==> src/rtl/seq_det_prog_if.sv <==
// Bus bundle for the programmable serial sequence detector: configuration,
// stream input and match/status outputs.
interface seq_det_prog_if #(
    parameter int MAX_LEN = 16,
    parameter int CNT_W   = 8
);
    localparam int LW = $clog2(MAX_LEN + 1);

    logic               cfg_load;
    logic [MAX_LEN-1:0] cfg_pattern;
    logic [LW-1:0]      cfg_len;
    logic               cfg_overlap;
    logic               in_valid;
    logic               y;
    logic               count_clr;
    logic               z;
    logic [CNT_W-1:0]   match_count;
    logic               cfg_err;

    modport master (
        output cfg_load, cfg_pattern, cfg_len, cfg_overlap,
        output in_valid, y, count_clr,
        input  z, match_count, cfg_err
    );

    modport slave (
        input  cfg_load, cfg_pattern, cfg_len, cfg_overlap,
        input  in_valid, y, count_clr,
        output z, match_count, cfg_err
    );
endinterface

==> src/rtl/seq_det_prog.sv <==
// Programmable serial sequence detector with runtime pattern/length/overlap,
// registered one-cycle match pulse and saturating match counter.
module seq_det_prog #(
    parameter int                 MAX_LEN = 16,
    parameter int                 CNT_W   = 8,
    parameter logic [MAX_LEN-1:0] DEF_PAT = MAX_LEN'(16'b0000000000011010),
    parameter int                 DEF_LEN = 7
) (
    input logic           clk,
    input logic           rst,
    seq_det_prog_if.slave bus
);
    localparam int               LW      = $clog2(MAX_LEN + 1);
    localparam logic [LW-1:0]    LEN_MAX = LW'(MAX_LEN);
    localparam logic [CNT_W-1:0] CNT_SAT = '1;

    // The oldest history bit never reaches a compare, so only MAX_LEN-1 are kept.
    logic [MAX_LEN-2:0] hist;
    logic [MAX_LEN-1:0] pat;
    logic [MAX_LEN-1:0] nxt;
    logic [MAX_LEN-1:0] len_mask;
    logic [LW-1:0]      fill;
    logic [LW-1:0]      len;
    logic               overlap;
    logic               z;
    logic               cfg_err;
    logic [CNT_W-1:0]   match_count;
    logic               cfg_legal;
    logic               accept;
    logic               enough;
    logic               match;

    always_comb begin
        cfg_legal = (bus.cfg_len != '0) && (bus.cfg_len <= LEN_MAX);
        accept    = bus.in_valid && !(bus.cfg_load && cfg_legal);
        nxt       = {hist, bus.y};
        len_mask  = ~({MAX_LEN{1'b1}} << len);
        enough    = ({1'b0, fill} + (LW+1)'(1)) >= {1'b0, len};
        match     = accept && enough && (((nxt ^ pat) & len_mask) == '0);
    end

    always_ff @(posedge clk) begin
        if (rst) begin
            hist        <= '0;
            fill        <= '0;
            pat         <= DEF_PAT;
            len         <= LW'(DEF_LEN);
            overlap     <= 1'b1;
            z           <= 1'b0;
            match_count <= '0;
            cfg_err     <= 1'b0;
        end else begin
            z <= match;

            if (bus.cfg_load) begin
                if (cfg_legal) begin
                    pat     <= bus.cfg_pattern;
                    len     <= bus.cfg_len;
                    overlap <= bus.cfg_overlap;
                    hist    <= '0;
                    fill    <= '0;
                    cfg_err <= 1'b0;
                end else begin
                    cfg_err <= 1'b1;
                end
            end

            // accept is never true alongside a legal load, so these writes never collide.
            if (accept) begin
                hist <= nxt[MAX_LEN-2:0];
                if (match && !overlap)
                    fill <= '0;
                else if (fill != LEN_MAX)
                    fill <= fill + LW'(1);
            end

            if (bus.count_clr)
                match_count <= '0;
            else if (match && (match_count != CNT_SAT))
                match_count <= match_count + CNT_W'(1);
        end
    end

    assign bus.z           = z;
    assign bus.match_count = match_count;
    assign bus.cfg_err     = cfg_err;
endmodule

==> src/flat_wrapper.sv <==
// flat-port wrapper written by rule: the top's interface ports become plain ports
module seq_det_prog_flat 
#(
    parameter int                 MAX_LEN = 16,
    parameter int                 CNT_W   = 8,
    parameter logic [MAX_LEN-1:0] DEF_PAT = MAX_LEN'(16'b0000000000011010),
    parameter int                 DEF_LEN = 7
)
  (clk, rst, bus_cfg_load, bus_cfg_pattern, bus_cfg_len, bus_cfg_overlap, bus_in_valid, bus_y, bus_count_clr, bus_z, bus_match_count, bus_cfg_err);
  seq_det_prog_if #(.MAX_LEN(MAX_LEN), .CNT_W(CNT_W)) bus_i ();
  input logic clk;
  input logic rst;
  input wire logic [$bits(bus_i.cfg_load)-1:0] bus_cfg_load;
  input wire logic [$bits(bus_i.cfg_pattern)-1:0] bus_cfg_pattern;
  input wire logic [$bits(bus_i.cfg_len)-1:0] bus_cfg_len;
  input wire logic [$bits(bus_i.cfg_overlap)-1:0] bus_cfg_overlap;
  input wire logic [$bits(bus_i.in_valid)-1:0] bus_in_valid;
  input wire logic [$bits(bus_i.y)-1:0] bus_y;
  input wire logic [$bits(bus_i.count_clr)-1:0] bus_count_clr;
  output wire logic [$bits(bus_i.z)-1:0] bus_z;
  output wire logic [$bits(bus_i.match_count)-1:0] bus_match_count;
  output wire logic [$bits(bus_i.cfg_err)-1:0] bus_cfg_err;
  assign bus_i.cfg_load = bus_cfg_load;
  assign bus_i.cfg_pattern = bus_cfg_pattern;
  assign bus_i.cfg_len = bus_cfg_len;
  assign bus_i.cfg_overlap = bus_cfg_overlap;
  assign bus_i.in_valid = bus_in_valid;
  assign bus_i.y = bus_y;
  assign bus_i.count_clr = bus_count_clr;
  assign bus_z = bus_i.z;
  assign bus_match_count = bus_i.match_count;
  assign bus_cfg_err = bus_i.cfg_err;
  seq_det_prog #(.MAX_LEN(MAX_LEN), .CNT_W(CNT_W), .DEF_PAT(DEF_PAT), .DEF_LEN(DEF_LEN)) u_core (.clk(clk), .rst(rst), .bus(bus_i));
endmodule
==> config.mk <==
export PLATFORM = sky130hd
export DESIGN_NAME = seq_det_prog_flat
export DESIGN_NICKNAME = d
export VERILOG_FILES = /design/src/rtl/seq_det_prog_if.sv /design/src/rtl/seq_det_prog.sv /design/src/flat_wrapper.sv
export SDC_FILE = /design/constraint.sdc
export NUM_CORES = 1
export LEC_CHECK = 0
export CORE_ASPECT_RATIO = 0.5
export CORE_MARGIN = 2
export CORE_UTILIZATION = 55
export DETAILED_ROUTE_END_ITERATION = 8
export GPL_ROUTABILITY_DRIVEN = 0
export PLACE_DENSITY_LB_ADDON = 0.2
export SETUP_SLACK_MARGIN = 0.3
export SYNTH_ARGS = -nofsm -noshare
export SYNTH_HDL_FRONTEND = slang
export SYNTH_SLANG_ARGS = --single-unit
==> constraint.sdc <==
create_clock -name clk -period 4 [get_ports clk]
set_input_delay 0.8 -clock clk [delete_from_list [all_inputs] [get_ports clk]]
set_output_delay 0.8 -clock clk [all_outputs]
set_load 0.02 [all_outputs]
==> results by group <==
Run status
  • Outcome: finished, final reports clean

Clock tree
  • CTS tree: built
  • Skew-Pair Late Insertion Delay: 310 ps
  • # clock sinks: 52
  • TritonCTS Buffers: 5
  • CTS Buffer Depth: 2
  • Post-CTS resize count: 0
  • H-Tree Depth: 2
  • CTS Hold Buffers Added: 0
  • Clock root buffer: clkbuf_8
  • Clk slew on worst S/H paths: 100 ps
  • Post-CTS setup buffers: 0

Global route
  • Met3 usage: 0.0476
  • First-pass GRT wire length: 9.63 mm
  • Largest net degree at the start of global routing: 27
  • All-Layer GR Usage: 0.232
  • Gr ovfl total: 0
  • Antenna violations before repair: 0
  • GRT met1 Usage: 0.323
  • Grt peak-use layer: met2
  • Met2 global-route usage: 0.374
  • Vias in the first global route: 2086

Power
  • Power Total: 0.00107 W
  • Clock power frac: 0.352
  • Power share of the combinational group: 0.134
  • Pwr per Cell Area: 337 mW/mm2
  • NetSw: 0.000279 W
  • Lkg Pwr: 1.21 nW
  • Peak VDD IR: 0.211 mV
  • Int Pwr: 0.000790 W
  • Reg power frac: 0.514
  • Switching Share: 0.261

Synthesis
  • Syn Nets: 345
  • Synth top area cells: dfxtp_1 40%, nand2_1 7.0%, mux2i_1 6.8%
  • Sequential share of the synthesized area: 0.395
  • Yosys top cell by area: dfxtp_1
  • Yosys reg bits: 52
  • Top FF cell, synth: dfxtp_1
  • Cell variety after synth: 52
  • Yosys warning count: 0
  • Synth top area share: 0.395
  • Syn_area_per_cell: 8.52 um2
  • Post-synth EDFFs: 0
  • Post-synth ARST share: 0
  • Synth Instances: 309
  • Synth Cell Area: 0.00263 mm2

Hold path
  • Hold WC Path Type: reg -> reg
  • Min-Delay Path Depth: 2

Worst setup path
  • Crit start category: input pin
  • CP Launch Point: bus_cfg_len[0]
  • R2r endpoint: u_core.bus.match_count[4]
  • Critical path's largest stage delay: 500 ps
  • Slowest CP cell: or4_1
  • Reg2reg setup slack: 1450 ps
  • Setup Crit Path Kind: in -> reg
  • R2r worst-path depth: 9
  • CP Data Required Time: 4200 ps
  • Worst-path maximum fanout: 12
  • Arr. time, crit path: 3100 ps
  • End point of the critical path: u_core.bus.match_count[4]
  • Worst setup EP type: register
  • Crit path cell chain: clkdlybuf4s50_1, nor4_4, mux2i_2, a211oi_1, nand4_1, buf_4, or4_1, a32o_1
  • RR Startpoint: u_core.fill[0]

Routing
  • Vias per cell: 5.73
  • Vias post-DR: 2336
  • Initial DRC count: 186
  • Aggregate routed wire length: 5.83 mm
  • ANT nets after route: 0
  • WL per Instance: 14.3 um
  • Detailed Routing Iterations Pass 1: 4
  • DR DRC count: 0

Floorplanning
  • Num ports: 38
  • # rows: 17
  • Core area: 0.00451 mm2
  • Die Y: 52.9 um
  • Starting Density: 0.584
  • DIE AREA: 0.00539 mm2
  • DIE WIDTH: 102 um

Cells and area
  • Diodes inserted: 0
  • Area growth from synthesis to layout: 20.5%
  • Fin nets: 377
  • Post-Route Utilization: 0.704
  • Layout cell share with drive strength beyond 1: 0.0731

Timing
  • TNS Setup: 0 ps
  • Worst-Margin Slew: 963 ps
  • Worst slew margin: 0.354
  • Final min period: 2890 ps
  • Final hold violations: 0
  • Fmax: 0.345 GHz
  • Period utilization: 0.724
  • Worst Skew: 8.03 ps
  • Unrepaired setup endpoints after global routing: no
  • Final-report setup violation count: 0
  • Slew Viols, Final: 0

Placed design
  • PortBufs: 37
  • Hpwl dp: 4.12 mm

Job
  • Max Cap Viol: 0
==> logic make-up (layout without fill, tap and decap cells) <==
logic type               Yosys count  count (layout)  share of synthesized area
AO/OA/AOI/OAI                     60              60                      0.150
XOR/XNOR                          19              19                     0.0632
adder cells (fa/ha/maj)            8               8                     0.0380
buffers and inverters             25              58                     0.0375
flip-flops                        52              52                      0.395
multiplexers                      19              19                     0.0727
AND/OR/NAND/NOR                  126             126                      0.243
==> through the flow <==
| stage | cell area [um2] | cells | worst slack, ps | hold slack, ps |
|---|---|---|---|---|
| 2_1_floorplan | 2630 | 309 | 1430 | 448 |
| 5_1_grt | 3170 | 408 | 996 | 498 |
| 3_3_place_gp | 3060 | 400 | 823 | 455 |
| 3_5_place_dp | 3060 | 400 | 797 | 464 |
| 4_1_cts | 3170 | 408 | 1120 | 478 |
| 6_report | 3170 | 408 | 1110 | 472 |
==> cells in the final DEF, fill, tap and decap left out, types with 7 or more instances in the layout <==
cell and instances:
a21oi_1 24, clkdlybuf4s50_1 37, dfxtp_1 52, ha_1 8, inv_1 7, mux2i_1 17
nand2_1 49, nand3_1 7, nor2_1 24, nor3_1 9, xnor2_1 12, xor2_1 7
==> worst max-delay path, delay by kind of cell <==
family,cells,cell delay (ps)
AND/OR/NAND/NOR,3,1020
AO/OA/AOI/OAI,2,490
multiplexers,1,120
buffers and inverters,2,660
==> worst min path at each step <==
stage	end	start	slack [ps]
floorplan	u_core.pat[2]	u_core.pat[2]	450
global placement	u_core.bus.cfg_err	u_core.bus.cfg_err	450
detailed placement	u_core.pat[11]	u_core.pat[11]	460
CTS	u_core.pat[11]	u_core.pat[11]	480
global route	u_core.pat[10]	u_core.pat[10]	500
finish	u_core.pat[11]	u_core.pat[11]	470
==> power by group through the flow <==
| stage | Combinational, W | Clock, W | Sequential [W] |
|---|---|---|---|
| detailed placement | 0.000141 | 0 | 0.000561 |
| CTS | 0.000143 | 0.000379 | 0.000549 |
| global placement | 0.000137 | 0 | 0.000560 |
| global route | 0.000158 | 0.000401 | 0.000552 |
| finish | 0.000144 | 0.000375 | 0.000549 |
| floorplan | 0.0000924 | 0 | 0.000554 |
==> area by class of cell <==
| type | count | area [um2] |
|---|---|---|
| flip-flops and latches | 52 | 1040 |
| clock buffers | 5 | 68.8 |
| inverters | 8 | 30.0 |
| clock inverters | 3 | 46.3 |
| fillers | 381 | 1340 |
| well taps | 66 | 82.6 |
| repair buffers | 42 | 408 |
| multi-input cells | 232 | 1500 |
==> state kept, by name (all words and copies together) (netlist names) <==
signal,cells
u_core.fill,5
u_core.pat,16
u_core.len,5
u_core.bus.z,1
u_core.bus.match_count,8
u_core.bus.cfg_err,1
u_core.overlap,1
u_core.hist,15
==> routing by layer <==
layer  wire length, um  share of wire
met1              2960           0.51
met2              2570           0.44
met3               295          0.051
met4                11         0.0019
met5                 0              0
==> synth_stat cells (2+ instances only) <==
cell type and number:
a211o_1 3, a211oi_1 6, a21o_1 2, a21oi_1 24, and3_1 3, buf_1 2, clkbuf_1 13, dfxtp_1 52
ha_1 8, inv_1 7, mux2i_1 18, nand2_1 49, nand2b_1 3, nand3_1 7, nand3b_1 5, nand4_1 6
nor2_1 24, nor3_1 9, nor4_1 2, o211ai_1 2, o21ai_0 6, o311ai_1 2, o31ai_1 2, o41ai_1 2
or2_2 2, or3_1 6, or4_1 2, xnor2_1 12, xor2_1 7
Power figures use the tool's default switching activity.
